`src/rtl/rf_exec_if.sv`:
```
// rtl/rf_exec_if.sv - command handshake and register-file bus of the exec controller
interface rf_exec_if #(
   parameter int DATA_W = 4,
   parameter int ADDR_W = 3
);
   logic              cmd_valid;
   logic              cmd_ready;
   logic [1:0]        cmd_op;
   logic [ADDR_W-1:0] cmd_dst;
   logic [ADDR_W-1:0] cmd_src1;
   logic [ADDR_W-1:0] cmd_src2;
   logic [DATA_W-1:0] cmd_imm;
   logic [ADDR_W-1:0] rf_ad1;
   logic [ADDR_W-1:0] rf_ad2;
   logic [DATA_W-1:0] rf_d1;
   logic [DATA_W-1:0] rf_d2;
   logic              rf_we;
   logic [ADDR_W-1:0] rf_wad;
   logic [DATA_W-1:0] rf_wd;
   logic              done;
   logic [DATA_W-1:0] result;
   logic              carry;

   // master is the controller; slave is the command source plus register file
   modport master (
      input  cmd_valid, cmd_op, cmd_dst, cmd_src1, cmd_src2, cmd_imm, rf_d1, rf_d2,
      output cmd_ready, rf_ad1, rf_ad2, rf_we, rf_wad, rf_wd, done, result, carry
   );

   modport slave (
      output cmd_valid, cmd_op, cmd_dst, cmd_src1, cmd_src2, cmd_imm, rf_d1, rf_d2,
      input  cmd_ready, rf_ad1, rf_ad2, rf_we, rf_wad, rf_wd, done, result, carry
   );
endinterface

```
`src/rtl/rf_exec_controller.sv`:
```
// rtl/rf_exec_controller.sv - register-transfer command sequencer for the 8x4 register file
module rf_exec_controller #(
   parameter int DATA_W = 4,
   parameter int ADDR_W = 3
) (
   input logic       clk,
   input logic       reset,
   rf_exec_if.master bus
);
   typedef enum logic [1:0] {IDLE, ISSUE, EXEC, WRITE} state_t;

   localparam logic [1:0] OP_LDI = 2'b00;
   localparam logic [1:0] OP_ADD = 2'b01;
   localparam logic [1:0] OP_SUB = 2'b10;

   state_t state, next_state;
   logic   accept;

   logic [1:0]        op_q;
   logic [ADDR_W-1:0] dst_q;

   logic              cmd_ready_q, cmd_ready_d;
   logic              rf_we_q, rf_we_d;
   logic              done_q, done_d;
   logic              carry_q, carry_d;
   logic [ADDR_W-1:0] rf_ad1_q, rf_ad1_d;
   logic [ADDR_W-1:0] rf_ad2_q, rf_ad2_d;
   logic [ADDR_W-1:0] rf_wad_q, rf_wad_d;
   logic [DATA_W-1:0] rf_wd_q, rf_wd_d;
   logic [DATA_W-1:0] result_q, result_d;
   logic [DATA_W:0]   sum;
   logic [DATA_W:0]   diff;

   // cmd_ready_q gates acceptance so nothing is taken on the first edge after reset
   assign accept = (state == IDLE) && cmd_ready_q && bus.cmd_valid;

   always_ff @(posedge clk or posedge reset) begin
      if (reset) begin
         state <= IDLE;
      end else begin
         state <= next_state;
      end
   end

   always_comb begin
      next_state = state;
      case (state)
         IDLE:    if (accept) next_state = (bus.cmd_op == OP_LDI) ? WRITE : ISSUE;
         ISSUE:   next_state = EXEC;
         EXEC:    next_state = WRITE;
         WRITE:   next_state = IDLE;
         default: next_state = IDLE;
      endcase
   end

   always_comb begin
      cmd_ready_d = (next_state == IDLE);
      rf_we_d     = 1'b0;
      done_d      = 1'b0;
      rf_ad1_d    = rf_ad1_q;
      rf_ad2_d    = rf_ad2_q;
      rf_wad_d    = rf_wad_q;
      rf_wd_d     = rf_wd_q;
      result_d    = result_q;
      carry_d     = carry_q;
      sum         = {1'b0, bus.rf_d1} + {1'b0, bus.rf_d2};
      diff        = {1'b0, bus.rf_d1} - {1'b0, bus.rf_d2};
      case (state)
         IDLE: begin
            if (accept) begin
               if (bus.cmd_op == OP_LDI) begin
                  rf_we_d  = 1'b1;
                  done_d   = 1'b1;
                  rf_wad_d = bus.cmd_dst;
                  rf_wd_d  = bus.cmd_imm;
                  result_d = bus.cmd_imm;
                  carry_d  = 1'b0;
               end else begin
                  rf_ad1_d = bus.cmd_src1;
                  rf_ad2_d = bus.cmd_src2;
               end
            end
         end
         EXEC: begin
            rf_we_d  = 1'b1;
            done_d   = 1'b1;
            rf_wad_d = dst_q;
            // the top bit of the widened difference is the borrow
            case (op_q)
               OP_ADD:  {carry_d, result_d} = sum;
               OP_SUB:  {carry_d, result_d} = diff;
               default: begin
                  result_d = bus.rf_d1;
                  carry_d  = 1'b0;
               end
            endcase
            rf_wd_d = result_d;
         end
         default: ;
      endcase
   end

   always_ff @(posedge clk or posedge reset) begin
      if (reset) begin
         op_q        <= '0;
         dst_q       <= '0;
         cmd_ready_q <= 1'b0;
         rf_we_q     <= 1'b0;
         done_q      <= 1'b0;
         carry_q     <= 1'b0;
         rf_ad1_q    <= '0;
         rf_ad2_q    <= '0;
         rf_wad_q    <= '0;
         rf_wd_q     <= '0;
         result_q    <= '0;
      end else begin
         if (accept) begin
            op_q  <= bus.cmd_op;
            dst_q <= bus.cmd_dst;
         end
         cmd_ready_q <= cmd_ready_d;
         rf_we_q     <= rf_we_d;
         done_q      <= done_d;
         carry_q     <= carry_d;
         rf_ad1_q    <= rf_ad1_d;
         rf_ad2_q    <= rf_ad2_d;
         rf_wad_q    <= rf_wad_d;
         rf_wd_q     <= rf_wd_d;
         result_q    <= result_d;
      end
   end

   assign bus.cmd_ready = cmd_ready_q;
   assign bus.rf_we     = rf_we_q;
   assign bus.done      = done_q;
   assign bus.carry     = carry_q;
   assign bus.rf_ad1    = rf_ad1_q;
   assign bus.rf_ad2    = rf_ad2_q;
   assign bus.rf_wad    = rf_wad_q;
   assign bus.rf_wd     = rf_wd_q;
   assign bus.result    = result_q;
endmodule

```
`src/flat_wrapper.sv`:
```
// flat-port wrapper written by rule: the top's interface ports become plain ports
module rf_exec_controller_flat 
#(
   parameter int DATA_W = 4,
   parameter int ADDR_W = 3
)
  (clk, reset, bus_cmd_valid, bus_cmd_op, bus_cmd_dst, bus_cmd_src1, bus_cmd_src2, bus_cmd_imm, bus_rf_d1, bus_rf_d2, bus_cmd_ready, bus_rf_ad1, bus_rf_ad2, bus_rf_we, bus_rf_wad, bus_rf_wd, bus_done, bus_result, bus_carry);
  rf_exec_if #(.DATA_W(DATA_W), .ADDR_W(ADDR_W)) bus_i ();
  input logic clk;
  input logic reset;
  input wire logic [$bits(bus_i.cmd_valid)-1:0] bus_cmd_valid;
  input wire logic [$bits(bus_i.cmd_op)-1:0] bus_cmd_op;
  input wire logic [$bits(bus_i.cmd_dst)-1:0] bus_cmd_dst;
  input wire logic [$bits(bus_i.cmd_src1)-1:0] bus_cmd_src1;
  input wire logic [$bits(bus_i.cmd_src2)-1:0] bus_cmd_src2;
  input wire logic [$bits(bus_i.cmd_imm)-1:0] bus_cmd_imm;
  input wire logic [$bits(bus_i.rf_d1)-1:0] bus_rf_d1;
  input wire logic [$bits(bus_i.rf_d2)-1:0] bus_rf_d2;
  output wire logic [$bits(bus_i.cmd_ready)-1:0] bus_cmd_ready;
  output wire logic [$bits(bus_i.rf_ad1)-1:0] bus_rf_ad1;
  output wire logic [$bits(bus_i.rf_ad2)-1:0] bus_rf_ad2;
  output wire logic [$bits(bus_i.rf_we)-1:0] bus_rf_we;
  output wire logic [$bits(bus_i.rf_wad)-1:0] bus_rf_wad;
  output wire logic [$bits(bus_i.rf_wd)-1:0] bus_rf_wd;
  output wire logic [$bits(bus_i.done)-1:0] bus_done;
  output wire logic [$bits(bus_i.result)-1:0] bus_result;
  output wire logic [$bits(bus_i.carry)-1:0] bus_carry;
  assign bus_i.cmd_valid = bus_cmd_valid;
  assign bus_i.cmd_op = bus_cmd_op;
  assign bus_i.cmd_dst = bus_cmd_dst;
  assign bus_i.cmd_src1 = bus_cmd_src1;
  assign bus_i.cmd_src2 = bus_cmd_src2;
  assign bus_i.cmd_imm = bus_cmd_imm;
  assign bus_i.rf_d1 = bus_rf_d1;
  assign bus_i.rf_d2 = bus_rf_d2;
  assign bus_cmd_ready = bus_i.cmd_ready;
  assign bus_rf_ad1 = bus_i.rf_ad1;
  assign bus_rf_ad2 = bus_i.rf_ad2;
  assign bus_rf_we = bus_i.rf_we;
  assign bus_rf_wad = bus_i.rf_wad;
  assign bus_rf_wd = bus_i.rf_wd;
  assign bus_done = bus_i.done;
  assign bus_result = bus_i.result;
  assign bus_carry = bus_i.carry;
  rf_exec_controller #(.DATA_W(DATA_W), .ADDR_W(ADDR_W)) u_core (.clk(clk), .reset(reset), .bus(bus_i));
endmodule
```
`config.mk`:
```
export PLATFORM = sky130hd
export DESIGN_NAME = rf_exec_controller_flat
export DESIGN_NICKNAME = d
export VERILOG_FILES = /design/src/rtl/rf_exec_if.sv /design/src/rtl/rf_exec_controller.sv /design/src/flat_wrapper.sv
export SDC_FILE = /design/constraint.sdc
export NUM_CORES = 1
export LEC_CHECK = 0
export BUFFER_PORTS_ARGS = -buffer_cell sky130_fd_sc_hd__buf_2
export CELL_PAD_IN_SITES_DETAIL_PLACEMENT = 0
export CELL_PAD_IN_SITES_GLOBAL_PLACEMENT = 1
export CORE_ASPECT_RATIO = 0.7
export CORE_MARGIN = 10
export CORE_UTILIZATION = 40
export CTS_CLUSTER_DIAMETER = 120
export DETAILED_ROUTE_END_ITERATION = 10
export PLACE_DENSITY = 0.91
export SLEW_MARGIN = 0
export SYNTH_ARGS = -nofsm -noshare
export SYNTH_HDL_FRONTEND = slang
export SYNTH_SLANG_ARGS = --single-unit
```
`constraint.sdc`:
```
create_clock -name clk -period 2.5 [get_ports clk]
set_input_delay 0 -clock clk [delete_from_list [all_inputs] [get_ports clk]]
set_output_delay 0 -clock clk [all_outputs]
set_load 0.01 [all_outputs]
```
==> reports/qor.txt, run 1 <==
CTS Buf Count = 3
PD cells = 1030 mW/mm^2
Mapped Area = 0.00144 mm^2
Worst Tran Pin Value = 854 ps
area delta synth->final = 26.6%
die width = 91.8 um
Ys Warns = 0
Cells on Worst Hold Path = 3
DR iter-0 viols = 58
Setup violations, final = 0
Post-Syn Instances = 148
vias in the first global route = 1255
Primary FF master, synth = dfrtp_1
Seq cells post-synth = 23
Slew HR = 0.430
DRC violations left = 0
first-pass GRT wire length = 5.88 mm
Routed WL = 3.52 mm
fin crit share = 0.784
area occupied by multi-input gates = 744 um^2
Reg2Reg Setup Slack = 540 ps
peak fanout along the critical path = 15
top cell type's share of synthesized area = 0.399
sequential fraction of the synthesis area = 0.399
synth top area cells = dfrtp_1, ha_1, nand2_1
Setup CP Type = flip-flop to flip-flop
Std-Cell Rows = 18
final net count = 242
final hold vios = 0
Post-DP HPWL = 2.79 mm
Worst Hold Class = input port to flip-flop
R2R cell count = 6
CP Capture Point = u_core.bus.rf_wd[2]$_DFFE_PP0P_
Synth area leader = dfrtp_1
die footprint = 0.00644 mm^2
VDD IR max = 0.000362 V
IO buf count = 46
I/O pins = 47
Setup TNS = 0 ps
Antenna Nets Post-Route = 0
htree depth = 1
Critical Path Start = u_core.state[1]$_DFF_PP0_
Avg Inst Size Synth = 9.74 um^2
Reg clk slew, reported paths = 80 ps
Die H = 70.2 um
EDFF count, synth = 0
Worst-Skew Late Latency = 260 ps
FFs w/ async S/R, synth = 1.00
total track usage = 0.108
FF-to-FF Start = u_core.state[1]$_DFF_PP0_
Vias/cell = 4.88
initial antenna violation count = 0
Fillers = 328
CORE AREA = 0.00349 mm^2
Max Slew Vio Count = 0
CP startpoint kind = flip-flop
crit path DAT = 2110 ps
min Tclk post-route = 1960 ps
fmax = 0.510 GHz
register area = 576 um^2
critical path capture point type = flip-flop
CTS resizes = 0
# diodes = 0
clk_skew = 2.15 ps
initial core utilization = 0.413
Max Cap Viol = 0
gpl congestion = 0.779
Pleak = 0.000932 uW
pin count of the biggest net entering global routing = 24
Final Total Pwr = 1880 uW
share of layout cells above drive strength 1 = 0.295
GRT overflow = 0
outcome = complete, no violations
CTS tree = yes
WL per Instance = 14.1 um
reg2reg end = u_core.bus.rf_wd[2]$_DFFE_PP0P_
Net Count, Synth = 189
Netlist cell types = 38
most numerous cell in the Yosys netlist = dfrtp_1
Initial DRT Pass Iterations = 4
WP data required = 2650 ps
CTS Buffer Depth = 2
synth cell count leaders = dfrtp_1, nand2_1, inv_1
clk sinks = 23
DR vias = 1219
RSZ-0062 raised after global routing = no
root buffer cell = clkbuf_8
power breakdown:
group          leakage (uW)  switching (uW)  internal [uW]
combinational      0.000627             572            430
clock             0.0000228             110            114
sequential         0.000283             101            557
total              0.000932             783           1100
registers in the layout (all words and copies together) (netlist names):
| signal | cells |
|---|---|
| u_core.bus.rf_wad | 3 |
| u_core.bus.cmd_ready | 1 |
| u_core.bus.rf_ad2 | 3 |
| u_core.dst_q | 3 |
| u_core.bus.rf_wd | 4 |
| u_core.bus.rf_ad1 | 3 |
| u_core.state | 2 |
| u_core.bus.rf_we | 1 |
| u_core.op_q | 2 |
| u_core.bus.carry | 1 |
routing by layer:
layer / track usage / routed length [um] / vias up
li1: - / - / 611
met1: 0.136 / 1580 / 571
met2: 0.172 / 1660 / 31
met3: 0.0331 / 219 / 6
met4: 0.0324 / 56 / 0
met5: 0 / 0 / -
cells by family after synthesis:
kind of cell / synth area share
AND/OR/NAND/NOR: 0.126
AO/OA/AOI/OAI: 0.182
buffers and inverters: 0.0842
flip-flops: 0.399
adder cells (fa/ha/maj): 0.141
multiplexers: 0.0677
cell usage in the layout (no fill, tap or decap), types with 3 or more instances in the layout:
cell type	count
a21oi_1	3
mux2i_1	3
nand2b_1	3
o211ai_1	3
nand2_1	21
nor2b_1	3
nor2_1	5
inv_1	18
mux2_2	6
buf_2	46
clkbuf_8	3
dlygate4sd3_1	10
dfrtp_1	23
o21ai_0	11
ha_1	13
critical path, stage by stage, from the launching register on:
cell and delay (ps):
dfrtp_1 370, inv_1 70, ha_1 250, and3_1 330, a2bb2oi_2 520, nor2_1 100
a22o_1 210
timing repair:
item / CTS / global route
hold buffers: 10 / 0
setup endpoints to repair: 0 / 0
setup buffers: 0 / 0
endpoints found under the hold margin: 32 / 0
metrics by stage:
stage	instances	hold WS (ps)	worst slack [ps]	util	area (um^2)
after floorplan	148	1.92	945	-	1440
after global placement	236	207	633	0.481	1680
after detailed placement	236	207	559	0.481	1680
after CTS	250	1.55	535	0.523	1830
after global routing	250	17.5	395	0.523	1830
final	250	2.07	541	0.523	1830
how the worst min path moves through the flow:
stage                  start                               end
6_report       bus_cmd_op[1]        u_core.op_q[1]$_DFFE_PP0P_
3_3_place_gp           reset  u_core.bus.rf_wad[2]$_DFFE_PP0P_
4_1_cts        bus_cmd_op[1]        u_core.op_q[1]$_DFFE_PP0P_
5_1_grt        bus_cmd_op[0]        u_core.op_q[0]$_DFFE_PP0P_
3_5_place_dp           reset  u_core.bus.rf_wad[2]$_DFFE_PP0P_
2_1_floorplan          reset      u_core.bus.carry$_DFFE_PP0P_
cell type report:
cell class,instances,share of cell area
multi-input combinational,99,0.408
sequential,23,0.315
timing repair buffer,56,0.181
inverter,18,0.0370
tap,50,0.0343
clock buffer,4,0.0247
No activity file was read; power rests on OpenSTA's default activity.
==> inputs of run 2 (changes only) <==
Settings changed: ABC_AREA set to 1, CORE_UTILIZATION 40 to 33, PLACE_DENSITY 0.91 to 0.82.
Clock period 2.5 ns to 1.55 ns, I/O delays scaled along.
==> reports/qor.txt, run 2 <==
DRC violations left = 0 (unchanged)
total track usage = 0.0987 (-0.00898)
pre-CTS WS = 16.5 ps (-543 ps)
WL per Instance = 12.9 um (-8.1%)
register area = 576 um^2 (unchanged)
Mapped Area = 0.00145 mm^2 (+0.52%)
IO buf count = 46 (unchanged)
peak fanout along the critical path = 5 (-10)
vias in the first global route = 1255 (unchanged)
clk_skew = 1.42 ps (-0.736 ps)
initial antenna violation count = 0 (unchanged)
FFs w/ async S/R, synth = 1.00 (unchanged)
Critical Path Most Common Cell = inv_2
fmax = 0.681 GHz (+33%)
CTS Buf Count = 3 (unchanged)
sequential fraction of the synthesis area = 0.397 (-0.00207)
Slew HR = 0.767 (+0.338)
Setup CP Type = flip-flop to flip-flop
I/O pins = 47 (unchanged)
# diodes = 0 (unchanged)
Reg2Reg Setup Slack = 80 ps (-460 ps)
Synth area leader = dfrtp_1
Area after DPL = 0.00177 mm^2 (+5.2%)
Initial DRT Pass Iterations = 4 (unchanged)
clk sinks = 23 (unchanged)
Fillers = 430 (+31%)
Worst Tran Pin Value = 349 ps (-506 ps)
Setup violations, final = 0 (unchanged)
Worst-Skew Late Latency = 260 ps (about the same)
synth top area cells = dfrtp_1, ha_1, nand2_1
fin crit share = 0.947 (+0.164)
Netlist cell types = 26 (-32%)
Vias/cell = 4.41 (-9.6%)
die width = 99.2 um (+8.1%)
PD cells = 1820 mW/mm^2 (+76%)
WP data required = 1700 ps (-950 ps)
Pleak = 0.00104 uW (+11%)
CTS tree = yes
Net Count, Synth = 209 (+11%)
Die H = 75.4 um (+7.4%)
WHS = 0.607 ps (-1.46 ps)
R2R cell count = 11 (+5)
first-pass GRT wire length = 6.04 mm (+2.8%)
Min-Delay Endpoint = u_core.dst_q[1]$_DFFE_PP0P_
DR iter-0 viols = 80 (+38%)
htree depth = 1 (unchanged)
Largest register FFs = 4 (unchanged)
VDD IR max = 0.000836 V (+130%)
EDFF count, synth = 0 (unchanged)
most numerous cell in the Yosys netlist = nand2_1
die footprint = 0.00748 mm^2 (+16%)
Reg clk slew, reported paths = 80 ps (about the same)
Post-Syn Instances = 168 (+14%)
CORE AREA = 0.00428 mm^2 (+23%)
Cells on Worst Hold Path = 3 (unchanged)
Std-Cell Rows = 20 (+2)
GRT overflow = 0 (unchanged)
final net count = 271 (+12%)
outcome = complete, no violations
Max Cap Viol = 0 (unchanged)
most common cell after layout, fill and taps aside = buf_2
FF-to-FF Start = u_core.state[1]$_DFF_PP0_
area delta synth->final = 33.3%
CP peak stage delay = 380 ps (-140 ps)
top cell type's share of synthesized area = 0.397 (-0.00207)
Seq cells post-synth = 23 (unchanged)
final hold vios = 0 (unchanged)
Primary FF master, synth = dfrtp_1
fin util = 0.451 (-0.0715)
reg2reg end = u_core.bus.rf_wd[3]$_DFFE_PP0P_
min Tclk post-route = 1470 ps (-491 ps)
Final Total Pwr = 3510 uW (+86%)
root buffer cell = clkbuf_8
crit path DAT = 1620 ps (-490 ps)
CP startpoint kind = flip-flop
share of layout cells above drive strength 1 = 0.345 (+0.0500)
final worst slack = 81.8 ps (-459 ps)
HP Start = bus_cmd_dst[1]
gpl congestion = 0.784 (+0.67%)
initial core utilization = 0.339 (-0.0743)
Antenna Nets Post-Route = 0 (unchanged)
worst path cell trace = inv_2, ha_4, inv_2, nor2_8, nand2_2, nand2_2, o21ai_4, inv_2, or2_1, inv_1, a21oi_2
Post-DP HPWL = 2.99 mm (+7.1%)
pin count of the biggest net entering global routing = 24 (unchanged)
final instance area = 0.00193 mm^2 (+5.8%)
Avg Inst Size Synth = 8.62 um^2 (-11%)
synth cell count leaders = nand2_1, inv_1, dfrtp_1
Worst Hold Class = input port to flip-flop
DR vias = 1252 (+2.7%)
area occupied by multi-input gates = 731 um^2 (-1.8%)
most frequent cells in the layout = buf_2, nand2_1, inv_1, dfrtp_1, o21ai_0
Ys Warns = 0 (unchanged)
critical path capture point type = flip-flop
Routed WL = 3.68 mm (+4.4%)
Max Slew Vio Count = 0 (unchanged)
CP max stage cell = dfrtp_1
CTS Buffer Depth = 2 (unchanged)
==> run 2: changes by cell type in the layout (fill, tap and decap cells not counted), moves of 3 or more <==
cell and delta:
inv_2 +4, nand3_1 +10, inv_1 +8, o21ai_1 +4
nand2_1 +9, nor2b_1 -3, dlygate4sd3_1 -3, nand2b_1 -3
buf_4 +9, mux2i_1 -3, nor2_1 +3
==> run 2: per-layer routing <==
layer  GRT usage  up-vias  part of all wire
met4     0.00951        0            0.0035
met1       0.130      545              0.48
li1            -      661                 -
met5           0        -                 0
met2       0.141       44              0.39
met3      0.0553        2              0.12
==> run 2: critical path: cells and delay by family, from the launching register on <==
family,cells,cell delay (ps)
buffers and inverters,4,300
adder cells (fa/ha/maj),1,160
flip-flops,1,380
AND/OR/NAND/NOR,4,390
AO/OA/AOI/OAI,2,130
==> run 2: cell families (layout without fill, tap and decap cells) <==
group	Yosys count	in the layout	share of synthesized area
buffers and inverters	37	98	0.114
flip-flops	23	23	0.397
AO/OA/AOI/OAI	34	34	0.139
AND/OR/NAND/NOR	53	53	0.163
multiplexers	6	6	0.0466
adder cells (fa/ha/maj)	15	15	0.140
==> run 2: repair_timing <==
item / CTS / global route
setup endpoints to repair: 1 / 14
setup buffers: 0 / 3
resized for setup: 1 / 7
hold buffers: 7 / 0
pin swaps: 0 / 2
endpoints found under the hold margin: 29 / 0
==> run 2: where the power goes <==
part	internal (uW)	total, uW	leakage [uW]	switching (uW)
clock network	183	365	0.0000228	182
logic	947	2080	0.000736	1130
registers	906	1070	0.000281	161
==> run 2: worst max-delay path by stage <==
| stage | startpoint | end | slack [ps] | cells past startpoint |
|---|---|---|---|---|
| final | u_core.state[1]$_DFF_PP0_ | u_core.bus.rf_wd[3]$_DFFE_PP0P_ | 80 | 11 |
| after global routing | u_core.state[0]$_DFF_PP0_ | u_core.bus.rf_wd[3]$_DFFE_PP0P_ | -5 | 11 |
| after CTS | u_core.state[0]$_DFF_PP0_ | u_core.bus.rf_wad[0]$_DFFE_PP0P_ | 30 | 10 |
| after detailed placement | u_core.state[0]$_DFF_PP0_ | u_core.bus.rf_wd[3]$_DFFE_PP0P_ | 20 | 11 |
| after global placement | bus_rf_d1[0] | u_core.bus.rf_wd[1]$_DFFE_PP0P_ | 70 | 8 |
| after floorplan | u_core.state[0]$_DFF_PP0_ | u_core.bus.rf_wd[2]$_DFFE_PP0P_ | 50 | 10 |
==> run 2: final cells by class <==
type,count,share of cell area
multi-input combinational,108,0.378
inverter,30,0.0583
sequential,23,0.298
clock buffer,4,0.0233
tap,55,0.0356
timing repair buffer,64,0.207
==> run 2: stage by stage <==
step / instances / setup TNS (ps)
4_1_cts: 281 / 0
3_5_place_dp: 270 / 0
2_1_floorplan: 168 / 0
6_report: 284 / 0
3_3_place_gp: 270 / 0
5_1_grt: 284 / -5.47
